<file path="src/rtl/alu_pkg.sv">
// Shared definitions for the digit-serial ALU: op codes, FSM states and op legality.
package alu_pkg;

    localparam logic [3:0] OP_AND = 4'd0;
    localparam logic [3:0] OP_OR  = 4'd1;
    localparam logic [3:0] OP_ADD = 4'd2;
    localparam logic [3:0] OP_SUB = 4'd6;
    localparam logic [3:0] OP_SLT = 4'd7;
    localparam logic [3:0] OP_NOR = 4'd12;

    typedef enum logic [1:0] {
        IDLE = 2'd0,
        RUN  = 2'd1,
        DONE = 2'd2
    } state_t;

    function automatic logic is_legal_op(input logic [3:0] op);
        case (op)
            OP_AND, OP_OR, OP_ADD, OP_SUB, OP_SLT, OP_NOR: is_legal_op = 1'b1;
            default:                                      is_legal_op = 1'b0;
        endcase
    endfunction

endpackage

</file>
<file path="src/rtl/serial_alu_if.sv">
// Operand/result handshake bundle between the register-read stage, the serial ALU and writeback.
interface serial_alu_if #(
    parameter int WIDTH = 32
);
    logic             in_valid;
    logic             in_ready;
    logic [3:0]       op;
    logic [WIDTH-1:0] a;
    logic [WIDTH-1:0] b;
    logic             out_valid;
    logic             out_ready;
    logic [WIDTH-1:0] result;
    logic             zero;
    logic             carry;
    logic             overflow;
    logic             illegal;

    modport master (
        output in_valid, op, a, b, out_ready,
        input  in_ready, out_valid, result, zero, carry, overflow, illegal
    );

    modport slave (
        input  in_valid, op, a, b, out_ready,
        output in_ready, out_valid, result, zero, carry, overflow, illegal
    );
endinterface

</file>
<file path="src/rtl/alu_digit_slice.sv">
// Combinational DIGIT-bit ALU slice; cout is carry for ADD and borrow for SUB/SLT.
module alu_digit_slice
    import alu_pkg::*;
#(
    parameter int DIGIT = 4
) (
    input  logic [3:0]       op,
    input  logic [DIGIT-1:0] a_d,
    input  logic [DIGIT-1:0] b_d,
    input  logic             cin,
    output logic [DIGIT-1:0] r_d,
    output logic             cout,
    output logic             msb
);

    logic [DIGIT:0] cin_ext_s;
    logic [DIGIT:0] sum_s;
    logic [DIGIT:0] diff_s;

    assign cin_ext_s = {{DIGIT{1'b0}}, cin};
    assign sum_s     = {1'b0, a_d} + {1'b0, b_d} + cin_ext_s;
    // The extra top bit of an unsigned (DIGIT+1)-bit subtraction is the borrow out
    assign diff_s    = {1'b0, a_d} - {1'b0, b_d} - cin_ext_s;

    // Per-op digit result and chain output
    always_comb begin
        r_d  = {DIGIT{1'b0}};
        cout = 1'b0;
        msb  = 1'b0;
        case (op)
            OP_AND: r_d = a_d & b_d;
            OP_OR:  r_d = a_d | b_d;
            OP_NOR: r_d = ~(a_d | b_d);
            OP_ADD: begin
                r_d  = sum_s[DIGIT-1:0];
                cout = sum_s[DIGIT];
                msb  = sum_s[DIGIT-1];
            end
            OP_SUB, OP_SLT: begin
                r_d  = diff_s[DIGIT-1:0];
                cout = diff_s[DIGIT];
                msb  = diff_s[DIGIT-1];
            end
            default: r_d = {DIGIT{1'b0}};
        endcase
    end

endmodule

</file>
<file path="src/rtl/serial_alu.sv">
// Digit-serial N-bit ALU: LS digit first through one slice, whole-word flags latched on entry to DONE.
module serial_alu
    import alu_pkg::*;
#(
    parameter int WIDTH = 32,
    parameter int DIGIT = 4
) (
    input  logic        clk,
    input  logic        rst_n,
    serial_alu_if.slave bus
);

    localparam int             NDIG     = WIDTH / DIGIT;
    localparam int             CW       = (NDIG > 1) ? $clog2(NDIG) : 1;
    localparam logic [CW-1:0]  LAST_DIG = CW'(NDIG - 1);

    state_t                 state_r, state_s;
    logic [3:0]             op_r;
    logic [WIDTH-1:0]       a_sh_r, b_sh_r, acc_r;
    logic                   cy_r;
    logic [CW-1:0]          cnt_r;
    logic [WIDTH-1:0]       result_r;
    logic                   zero_r, carry_r, ovf_r, illegal_r;
    logic                   in_ready_r, out_valid_r;

    logic [DIGIT-1:0]       r_d_s;
    logic                   cout_s, msb_s;
    logic [WIDTH+DIGIT-1:0] shift_s;
    logic [WIDTH-1:0]       acc_next_s;
    logic                   last_s;
    logic                   a_msb_s, b_msb_s, ovf_add_s, ovf_sub_s;
    logic [WIDTH-1:0]       fin_res_s;
    logic                   fin_cy_s, fin_ovf_s;

    alu_digit_slice #(.DIGIT(DIGIT)) u_slice (
        .op   (op_r),
        .a_d  (a_sh_r[DIGIT-1:0]),
        .b_d  (b_sh_r[DIGIT-1:0]),
        .cin  (cy_r),
        .r_d  (r_d_s),
        .cout (cout_s),
        .msb  (msb_s)
    );

    assign shift_s    = {r_d_s, acc_r};
    assign acc_next_s = shift_s[WIDTH+DIGIT-1:DIGIT];
    assign last_s     = (state_r == RUN) && (cnt_r == LAST_DIG);

    // On the last digit the shifted operands expose their original MSBs in the low digit
    always_comb begin
        a_msb_s   = a_sh_r[DIGIT-1];
        b_msb_s   = b_sh_r[DIGIT-1];
        ovf_add_s = (a_msb_s == b_msb_s) && (msb_s != a_msb_s);
        ovf_sub_s = (a_msb_s != b_msb_s) && (msb_s != a_msb_s);
        fin_res_s = {WIDTH{1'b0}};
        fin_cy_s  = 1'b0;
        fin_ovf_s = 1'b0;
        case (op_r)
            OP_ADD: begin
                fin_res_s = acc_next_s;
                fin_cy_s  = cout_s;
                fin_ovf_s = ovf_add_s;
            end
            OP_SUB: begin
                fin_res_s = acc_next_s;
                fin_cy_s  = cout_s;
                fin_ovf_s = ovf_sub_s;
            end
            OP_SLT: begin
                fin_res_s = {{(WIDTH-1){1'b0}}, msb_s ^ ovf_sub_s};
                fin_cy_s  = cout_s;
            end
            OP_AND, OP_OR, OP_NOR: fin_res_s = acc_next_s;
            default:               fin_res_s = {WIDTH{1'b0}};
        endcase
    end

    // FSM next-state
    always_comb begin
        state_s = state_r;
        case (state_r)
            IDLE: if (bus.in_valid) state_s = RUN;  else state_s = IDLE;
            RUN:  if (last_s)       state_s = DONE; else state_s = RUN;
            DONE: if (bus.out_ready) state_s = IDLE; else state_s = DONE;
            default: state_s = IDLE;
        endcase
    end

    // State, datapath and registered outputs
    always_ff @(posedge clk) begin
        if (!rst_n) begin
            state_r     <= IDLE;
            op_r        <= 4'd0;
            a_sh_r      <= {WIDTH{1'b0}};
            b_sh_r      <= {WIDTH{1'b0}};
            acc_r       <= {WIDTH{1'b0}};
            cy_r        <= 1'b0;
            cnt_r       <= {CW{1'b0}};
            result_r    <= {WIDTH{1'b0}};
            zero_r      <= 1'b0;
            carry_r     <= 1'b0;
            ovf_r       <= 1'b0;
            illegal_r   <= 1'b0;
            in_ready_r  <= 1'b1;
            out_valid_r <= 1'b0;
        end else begin
            state_r     <= state_s;
            in_ready_r  <= (state_s == IDLE);
            out_valid_r <= (state_s == DONE);
            case (state_r)
                IDLE: begin
                    if (bus.in_valid) begin
                        op_r   <= bus.op;
                        a_sh_r <= bus.a;
                        b_sh_r <= bus.b;
                        acc_r  <= {WIDTH{1'b0}};
                        cy_r   <= 1'b0;
                        cnt_r  <= {CW{1'b0}};
                    end else begin
                        cnt_r  <= cnt_r;
                    end
                end
                RUN: begin
                    acc_r  <= acc_next_s;
                    a_sh_r <= a_sh_r >> DIGIT;
                    b_sh_r <= b_sh_r >> DIGIT;
                    cy_r   <= cout_s;
                    cnt_r  <= cnt_r + CW'(1);
                    if (last_s) begin
                        result_r  <= fin_res_s;
                        zero_r    <= (fin_res_s == {WIDTH{1'b0}});
                        carry_r   <= fin_cy_s;
                        ovf_r     <= fin_ovf_s;
                        illegal_r <= ~is_legal_op(op_r);
                    end else begin
                        result_r  <= result_r;
                    end
                end
                default: cnt_r <= cnt_r;
            endcase
        end
    end

    assign bus.in_ready  = in_ready_r;
    assign bus.out_valid = out_valid_r;
    assign bus.result    = result_r;
    assign bus.zero      = zero_r;
    assign bus.carry     = carry_r;
    assign bus.overflow  = ovf_r;
    assign bus.illegal   = illegal_r;

endmodule
</file>
<file path="src/flat_wrapper.sv">
// flat-port wrapper written by rule: the top's interface ports become plain ports
module serial_alu_flat import alu_pkg::*;
#(
    parameter int WIDTH = 32,
    parameter int DIGIT = 4
)
  (clk, rst_n, bus_in_valid, bus_op, bus_a, bus_b, bus_out_ready, bus_in_ready, bus_out_valid, bus_result, bus_zero, bus_carry, bus_overflow, bus_illegal);
  serial_alu_if #(.WIDTH(WIDTH)) bus_i ();
  input  logic clk;
  input  logic rst_n;
  input wire logic [$bits(bus_i.in_valid)-1:0] bus_in_valid;
  input wire logic [$bits(bus_i.op)-1:0] bus_op;
  input wire logic [$bits(bus_i.a)-1:0] bus_a;
  input wire logic [$bits(bus_i.b)-1:0] bus_b;
  input wire logic [$bits(bus_i.out_ready)-1:0] bus_out_ready;
  output wire logic [$bits(bus_i.in_ready)-1:0] bus_in_ready;
  output wire logic [$bits(bus_i.out_valid)-1:0] bus_out_valid;
  output wire logic [$bits(bus_i.result)-1:0] bus_result;
  output wire logic [$bits(bus_i.zero)-1:0] bus_zero;
  output wire logic [$bits(bus_i.carry)-1:0] bus_carry;
  output wire logic [$bits(bus_i.overflow)-1:0] bus_overflow;
  output wire logic [$bits(bus_i.illegal)-1:0] bus_illegal;
  assign bus_i.in_valid = bus_in_valid;
  assign bus_i.op = bus_op;
  assign bus_i.a = bus_a;
  assign bus_i.b = bus_b;
  assign bus_i.out_ready = bus_out_ready;
  assign bus_in_ready = bus_i.in_ready;
  assign bus_out_valid = bus_i.out_valid;
  assign bus_result = bus_i.result;
  assign bus_zero = bus_i.zero;
  assign bus_carry = bus_i.carry;
  assign bus_overflow = bus_i.overflow;
  assign bus_illegal = bus_i.illegal;
  serial_alu #(.WIDTH(WIDTH), .DIGIT(DIGIT)) u_core (.clk(clk), .rst_n(rst_n), .bus(bus_i));
endmodule
</file>
<file path="config.mk">
export PLATFORM = sky130hd
export DESIGN_NAME = serial_alu_flat
export DESIGN_NICKNAME = d
export VERILOG_FILES = /design/src/rtl/alu_pkg.sv /design/src/rtl/serial_alu_if.sv /design/src/rtl/alu_digit_slice.sv /design/src/rtl/serial_alu.sv /design/src/flat_wrapper.sv
export SDC_FILE = /design/constraint.sdc
export NUM_CORES = 1
export LEC_CHECK = 0
export CAP_MARGIN = 25
export CORE_ASPECT_RATIO = 2
export CORE_UTILIZATION = 45
export CTS_CLUSTER_DIAMETER = 80
export DETAILED_ROUTE_END_ITERATION = 7
export PLACE_DENSITY_LB_ADDON = 0.15
export SYNTH_ARGS = -nofsm -noshare
export SYNTH_HDL_FRONTEND = slang
export SYNTH_HIERARCHICAL = 1
export SYNTH_SLANG_ARGS = --single-unit
</file>
<file path="constraint.sdc">
create_clock -name clk -period 8.5 [get_ports clk]
set_clock_uncertainty 0.2 [all_clocks]
set_input_delay 1.7 -clock clk [delete_from_list [all_inputs] [get_ports clk]]
set_output_delay 1.7 -clock clk [all_outputs]
set_load 0.1 [all_outputs]
</file>
== Word level (Yosys, flattened, before mapping) ==
Cells that the tools add are included.
Widths: inputs -> output; s select.

* Flip-flop bits (word level): 144
* Bits of input ports: 72
* Output and inout port bits: 38
* Logic and storage cells: 76

* $add $sub $neg: 5
* Eq/ne operators: 13
* Muxes and demuxes: 24
* Bitwise operators: 5
* Reductions and logical operators: 15

{| class="wikitable"
|+ Operators by type and width
! cell !! count
|-
| $pmux 32 s2 || 4
|-
| $mux 32 || 3
|-
| $logic_not 32->1 || 1
|-
| $pmux 4 s5 || 1
|-
| $eq 4x3->1 const B || 2
|-
| $pmux 1 s2 || 4
|-
| $mux 1 || 7
|-
| $pmux 2 s3 || 1
|-
| $pmux 3 s2 || 1
|-
| $reduce_and 2->1 || 3
|-
| $reduce_or 6->1 || 1
|-
| $add 4x4->5 || 1
|-
| $add 5x1->5 || 1
|-
| $reduce_or 5->1 || 1
|-
| $sub 4x4->5 || 1
|-
| $sub 5x1->5 || 1
|-
| $and 4x4->4 || 1
|-
| $eq 2x2->1 const B || 2
|-
| $eq 4x1->1 const B || 1
|-
| $eq 4x2->1 const B || 1
|-
| $eq 4x4->1 const B || 1
|-
| $logic_not 2->1 || 2
|-
| $logic_not 4->1 || 1
|-
| $mux 2 || 2
|-
| 15 further kinds || 18
|}

== Logic depth before layout (Yosys ltp) ==
* Depth after elaboration: 8
* Mapped depth: 11
* Depth with buffers taken out: 11

== Modules after synthesis ==
Netlist, hierarchy kept.

{| class="wikitable"
|+ Modules (own cells, without submodules)
! module !! times used !! cells each !! area an instance (sq um) !! sequential area each (sq um)
|-
| serial_alu || 1 || 665 || 5821.8 || 2802.7
|-
| alu_digit_slice || 1 || 86 || 656.9 || 0.0
|}

== Least setup slack after synthesis ==
OpenSTA, ideal clock, no wires.

* Path kind: flip-flop to flip-flop
* Start point: register u_core.a_sh_r[0]
* End point: register u_core.zero_r, in the netlist u_core/bus.zero
* Library setup time: 0.117 ns
* Arrival time: 2.650 ns
* Required time: 8.183 ns
* Path slack: 5.532 ns
* Cell stages (with the launch flop): 12
* Buffers on the path: 0
* Clock period less this slack: 2.968 ns
* Path through: dfxtp_1 > fa_1 > inv_1 > ha_1 > o21ai_0 > nand2_1 > xor2_1 > a22o_1 > nand2b_1 > a2111oi_0 > nor2_1 > a32o_1

* Longest elaborated chain between the ends: 8
* Elaborated cells on any way between the ends: 14
* Classes of those cells: add/sub: 4; eq/ne: 1; mux: 3; bitwise: 4; reduce/logical: 2

{| class="wikitable"
|+ Ends and longest elaborated chain
! what !! RTL line !! source
|-
| start, declared || serial_alu.sv:19 || <nowiki>logic [WIDTH-1:0] a_sh_r, b_sh_r, acc_r;</nowiki>
|-
| start signal, assigned || serial_alu.sv:94 || <nowiki>a_sh_r <= {WIDTH{1'b0}};</nowiki>
|-
| start signal, assigned || serial_alu.sv:114 || <nowiki>a_sh_r <= bus.a;</nowiki>
|-
| start signal, assigned || serial_alu.sv:125 || <nowiki>a_sh_r <= a_sh_r >> DIGIT;</nowiki>
|-
| $sub 4x4->5 or $add 4x4->5 (tied branches) || alu_digit_slice.sv:23, alu_digit_slice.sv:21 ||
|-
| $sub 5x1->5 or $add 5x1->5 (tied branches) || alu_digit_slice.sv:23, alu_digit_slice.sv:21 ||
|-
| $pmux 1 s2 * || alu_digit_slice.sv:30 || <nowiki>case (op)</nowiki>
|-
| net u_core.msb_s || serial_alu.sv:27 || <nowiki>logic cout_s, msb_s;</nowiki>
|-
| $ne 1x1->1 || serial_alu.sv:54 || <nowiki>ovf_sub_s = (a_msb_s != b_msb_s) && (msb_s != a_msb_s);</nowiki>
|-
| $logic_and 1x1->1 || serial_alu.sv:54 ||
|-
| $xor 1x1->1 * || serial_alu.sv:70 || <nowiki>fin_res_s = {{(WIDTH-1){1'b0}}, msb_s ^ ovf_sub_s};</nowiki>
|-
| $pmux 32 s2 * || serial_alu.sv:58 || <nowiki>case (op_r)</nowiki>
|-
| $logic_not 32->1 * || serial_alu.sv:131 || <nowiki>zero_r <= (fin_res_s == {WIDTH{1'b0}});</nowiki>
|-
| end signal, assigned || serial_alu.sv:131 ||
|-
| end, declared || serial_alu.sv:23 || <nowiki>logic zero_r, carry_r, ovf_r, illegal_r;</nowiki>
|}

The timed path passes the listed nets; every way through them passes the cells marked *.
A chain may end at the register's enable or synchronous reset.

== Final worst setup path ==
* Start point: register u_core.result_r[28], in the netlist u_core/bus.result[28]
* End point: output port bus_result[28]

{| class="wikitable"
|+ RTL lines
! what !! RTL line !! source
|-
| start, declared || serial_alu.sv:22 || <nowiki>logic [WIDTH-1:0] result_r;</nowiki>
|-
| start signal, assigned || serial_alu.sv:99 || <nowiki>result_r <= {WIDTH{1'b0}};</nowiki>
|-
| start signal, assigned || serial_alu.sv:130 || <nowiki>result_r <= fin_res_s;</nowiki>
|-
| start signal, assigned || serial_alu.sv:136 || <nowiki>result_r <= result_r;</nowiki>
|-
| end, declared || flat_wrapper.sv:18 || <nowiki>output wire logic [$bits(bus_i.result)-1:0] bus_result;</nowiki>
|}

No word-level cell between the ends.

==> flow_metrics.tcl <==
set metrics [dict create \
    cap_violations 0 \
    seqCellArea_um2 2800 \
    clk_latency_ns 0.41 \
    p_int_w 0.00127 \
    routedWlPerCell_um 15.2 \
    syn-mean-instance-area_um2 8.63 \
    p_switching_w 0.000436 \
    max_freq_ghz 0.261 \
    hold_viol_final 0 \
    power_density_nw_per_um2 206 \
    drtIter0Drc 273 \
    grt_pass1_wl_um 25200 \
    cpMaxStageDelayCell "clkdlybuf4s50_1" \
    antennaDiodeCount 0 \
    dieWidth_um 86.8 \
    swShare 0.256 \
    tritoncts "done" \
    synth_edf_count 0 \
    ys.flop_type "dfxtp_1" \
    hpwlAfterDp_um 10500 \
    relSlewSlack 0.308 \
    holdBufCountCts 0 \
    synth.most_common_cell "nand2_1" \
    drt_wl_total_um 15600 \
    slew_viol_final 0 \
    cts.sinks 140 \
    vias_per_cell 5.43 \
    yosys.area.top_type "dfxtp_1" \
    final_cell_area_um2 8260 \
    cts_root_buf "clkbuf_16" \
    p_seq_frac 0.418 \
    cp-start-kind "flop" \
    cts_buffer_depth 2 \
    vias 5564 \
    multi_input_area_um2 3360 \
    end_kind "output port" \
    synth_cell_type_count 54 \
    postCtsSetupBuffers 0 \
    setup-tns-final_ns 0 \
    start_util 0.464 \
    die-area_um2 14900 \
    status "finished clean" \
    drc 0 \
    fillCellCount 1291 \
    async_reset_ff_frac 0 \
    die_height_um 172 \
    ant_nets 0 \
    rows 61 \
    required_ns 6.60 \
    io_buffers 109 \
    path_cells "clkdlybuf4s50_1" \
    cp_max_fo 2 \
    synth_common_cells "nand2_1, dfxtp_1, nand3_1, o211a_1, nor2b_1" \
    grt_max_degree 113 \
    setup_viol_count_final 0 \
    worstMarginPinSlew_ns 1.01 \
    synth_area_leaders "dfxtp_1, nand2_1, o211a_1" \
    stdcell_count 1024 \
    grt_usage 0.217 \
    setup_ws_ns 4.67 \
    cts_htree_levels 4 \
    core_area_um2 14000 \
    rsz0062_at_grt "false" \
    netlist_instances 751 \
    hold_slack_ns 0.252 \
    dp_worst_setup_slack_ns 4.64 \
    cp.arrival_ns 1.93 \
    ys_warn_count 6 \
    numCtsBuffers 17 \
    period_share 0.451 \
    hold_path_class "reg -> reg" \
    synthesis.area_um2 6480 \
    dpl_cell_area_um2 7610 \
    fin_crit_ns 3.83 \
    gr-total-overflow 0 \
    cts_resized 0 \
    nNetsFinal 913 \
    yosysTopAreaCellShare 0.433 \
    clkPwrFrac 0.455 \
    syn_nets 842 \
    clkTransAtPathRegs_ns 0.06 \
    yosysSeqAreaShare 0.433 \
    yosys_register_bits 140 \
    ir_worst_vdd_uv 164 \
    crit_type "reg -> out" \
    dr.pass1.iters 5 \
    cpPeakStageDelay_ns 1.15 \
    syn_to_final_growth_pct 27.5 \
    ioPinCount 110 \
    place_inst 991 \
    power.static_leakage_nw 3.51 \
    crit_family "buffers and inverters" \
    drive_gt1_frac 0.0611 \
    place.gp.congestion 0.796 \
    p_comb_frac 0.127 \
    antenna_found_initial 0 \
    path_buf_inv 1 \
    grt_pass1_vias 5360 \
]
-- state kept, by name, summed over array words and instances (netlist names) --
name / flops
u_core/cy_r: 1
u_core/cnt_r: 3
u_core/op_r: 4
u_core/bus.out_valid: 1
u_core/b_sh_r: 32
u_core/state_r: 2
u_core/bus.in_ready: 1
u_core/acc_r: 28
u_core/bus.overflow: 1
u_core/bus.carry: 1
u_core/bus.zero: 1
u_core/bus.illegal: 1
u_core/a_sh_r: 32
u_core/bus.result: 32
-- path summary, 6_finish.rpt --
check                           depth (start not counted)                                 to  slack [ns]                          startpoint
worst max-delay path                                    1                     bus_result[28]        4.67  u_core/bus.result[28]$_SDFFE_PN0P_
worst min-delay path                                    2  u_core/bus.result[3]$_SDFFE_PN0P_        0.25   u_core/bus.result[3]$_SDFFE_PN0P_
worst max register to register                         11       u_core/bus.zero$_SDFFE_PN0P_        4.79       u_core/a_sh_r[0]$_SDFFE_PN0P_
worst min register to register                          2  u_core/bus.result[3]$_SDFFE_PN0P_        0.25   u_core/bus.result[3]$_SDFFE_PN0P_
-- final cells by class --
type                            instances  share of cell area
Inverter                               15             0.00682
Multi-Input combinational cell        532               0.407
Tap cell                              189              0.0286
Sequential cell                       140               0.339
Clock inverter                         13              0.0218
Clock buffer                           19              0.0536
Timing Repair Buffer                  116               0.143
-- per-layer routing --
metal / track usage / wire, um / up-vias
li1: - / - / 2764
met1: 0.228 / 6110 / 2640
met2: 0.411 / 8680 / 141
met3: 0.0413 / 499 / 19
met4: 0.0848 / 324 / 0
met5: 0 / 0 / -
-- stage by stage --
step | utilization | total power, W
after floorplan | - | 0.000869
after global placement | 0.542 | 0.000931
after detailed placement | 0.545 | 0.000941
after CTS | 0.590 | 0.00172
after global routing | 0.591 | 0.00178
final | 0.591 | 0.00170
-- cells by family after synthesis --
logic type,share of synthesized area
flip-flops,0.433
buffers and inverters,0.0512
AO/OA/AOI/OAI,0.207
XOR/XNOR,0.0108
adder cells (fa/ha/maj),0.0402
AND/OR/NAND/NOR,0.247
multiplexers,0.0112
-- cells in the final DEF, fill, tap and decap left out, drive strengths merged, types with 3 or more instances in the layout --
master,n
xnor2,5
nand2b,5
nor4,9
xor2,3
ha,16
inv,20
nand2,155
nor2,11
mux2i,5
bufinv,3
dfxtp,140
clkinv,5
a22oi,40
buf,8
nor2b,48
a21oi,6
clkdlybuf4s50,108
o211a,56
o21a,4
a21boi,34
nand3,92
o21ai,8
fa,3
clkbuf,19
-- worst reg2reg max path, stage by stage (launching register included) --
cell and delay [ns]:
dfxtp_1 0.38, fa_1 0.61, inv_1 0.06, ha_1 0.17, o21ai_0 0.34, nand2_1 0.11
xor2_1 0.19, a22o_1 0.23, nand2b_1 0.07, a2111oi_0 0.90, nor2_1 0.12, a32o_1 0.23
-- power by group through the flow --
stage / clock network (W) / logic (W) / registers, W
after floorplan: 0 / 0.000149 / 0.000720
after global placement: 0 / 0.000206 / 0.000725
after detailed placement: 0 / 0.000214 / 0.000727
after CTS: 0.000788 / 0.000215 / 0.000713
after global routing: 0.000824 / 0.000237 / 0.000716
final: 0.000775 / 0.000216 / 0.000713
Note: power is estimated with default switching activity, not from simulation.
==> RTL change, RTL diff (config.mk and constraints unchanged) <==
The 3 states of `state_t` get a one-hot encoding in 3 bits.
--- a/src/rtl/alu_pkg.sv
+++ b/src/rtl/alu_pkg.sv
@@ -9,8 +9,8 @@
     localparam logic [3:0] OP_NOR = 4'd12;
 
-    typedef enum logic [1:0] {
-        IDLE = 2'd0,
-        RUN  = 2'd1,
-        DONE = 2'd2
+    typedef enum logic [2:0] {
+        IDLE = 3'b001,
+        RUN  = 3'b010,
+        DONE = 3'b100
     } state_t;
 
Formal check against the unedited RTL: no difference found for any inputs over 10 cycles, from zero or initial values and one cycle with rst_n low; not proved beyond that.
==> RTL change against the original RTL <==
  * The flow now finishes with violations (design-rule violations)
  * Worst setup slack better by 0.034 ns
  * Via count up 4.3%
  * Area after synthesis down 1.1%
  * Critical path depth unchanged
  * Routed wire length up 2.9%
  * Total power down 1.5%
  * Sequential cell count up 1
  * Design area down 0.56%
==> RTL change: results (changes against the original RTL) <==
metric,value,unit,change
Lkg Pwr,2.86,nW,-19%
pre-CTS setup slack,4.54,ns,-0.101 ns
layout cell share with drive strength beyond 1,5.44,%,-0.67 points
Synth Warn #,6,,unchanged
FMAX,263,MHz,+0.89%
slew margin rel.,35.1,%,+4.3 points
hold path startpoint,u_core/bus.result[7],,
Filler cells,1329,,+2.9%
status,"complete, but fails checks",,
DR DRC count,3,,+3
first-pass GRT wire length,26400,um,+4.5%
Worst setup SP type,flip-flop,,
first-pass iteration count of the detailed router,8,,+3
Area contributors post-synth,"dfxtp_1 (44%), nand2_1 (12%), a21boi_0 (7.3%), a31oi_1 (5.5%), nand3_1 (5.2%)",,
Post-DP Area,7560,um^2,-0.76%
Final #Nets,963,,+5.5%
largest net degree at the start of global routing,136,,+20%
Post-synth top cells,"nand2_1 (208), dfxtp_1 (141), nand3_1 (67)",,
crit-path max FO,2,,unchanged
adder-cell share of the synthesized area,4.06,%,+0.046 points
Synth Area in Compound Gates,21.8,%,+1.1 points
total routed wirelength,16100,um,+2.9%
HP Class,reg2reg,,
Iter 0 DRT Violations,254,,-7.0%
Synth Area in XOR/XNOR,1.09,%,+0.012 points
routed wl met3,523,um,+4.8%
failing checks,design-rule violations,,
Worst-Skew Late Latency,0.41,ns,about the same
multiplexer area fraction after synthesis,0.801,%,-0.32 points
Total GRT Usage,22.8,%,+1.1 points
VDD IR max,192,uV,+17%
detailed placer's ending HPWL,11200,um,+6.4%
met2 WL,9200,um,+6.0%
Switching Power,0.392,mW,-10%
via count,5802,,+4.3%
Final GP Congestion,0.860,,+8.1%
syn nets,895,,+6.3%
vias in the first global route,5645,,+5.3%
sequential area share after synthesis,44.1,%,+0.80 points
[RTL change: logic make-up after synthesis]
kind of cell,Yosys count
buf+inv,83
compound gates,220
simple gates,328
flops,141
mux,5
fa+ha+maj,19
xor+xnor,8
[RTL change: power groups by stage]
stage | logic (mW) | registers (mW) | clock network [mW]
6_report | 0.176 | 0.711 | 0.790
3_3_place_gp | 0.170 | 0.724 | 0
4_1_cts | 0.175 | 0.711 | 0.800
2_1_floorplan | 0.114 | 0.717 | 0
5_1_grt | 0.196 | 0.714 | 0.833
3_5_place_dp | 0.175 | 0.725 | 0
[RTL change: metrics by stage]
step	util [%]	std cells	hold WS [ns]
floorplan	-	804	0.233
global placement	54.4	1041	0.240
detailed placement	54.4	1041	0.243
CTS	58.9	1071	0.249
global route	59.1	1072	0.268
finish	59.1	1072	0.247
[RTL change: cell type report]
type / instances / area, um^2 / area share (%)
Clock buffer: 19 / 433 / 5.27
Clock inverter: 11 / 194 / 2.36
Inverter: 15 / 56.3 / 0.686
Multi-Input combinational cell: 580 / 3300 / 40.2
Sequential cell: 141 / 2820 / 34.4
Tap cell: 189 / 236 / 2.88
Timing Repair Buffer: 117 / 1170 / 14.2
[RTL change: metal layers]
| layer | vias to the layer above | track usage, % |
|---|---|---|
| met3 | 17 | 4.00 |
| met5 | - | 0 |
| met4 | 0 | 8.48 |
| met2 | 150 | 44.5 |
| li1 | 2913 | - |
| met1 | 2722 | 23.3 |
[RTL change: final timing paths]
path                                              to  slack, ns  cells after the start
worst max-delay path                     bus_illegal       4.70                      1
worst min-delay path            u_core/bus.result[7]       0.25                      2
worst max register to register       u_core/bus.zero       4.97                     11
worst min register to register  u_core/bus.result[7]       0.25                      2
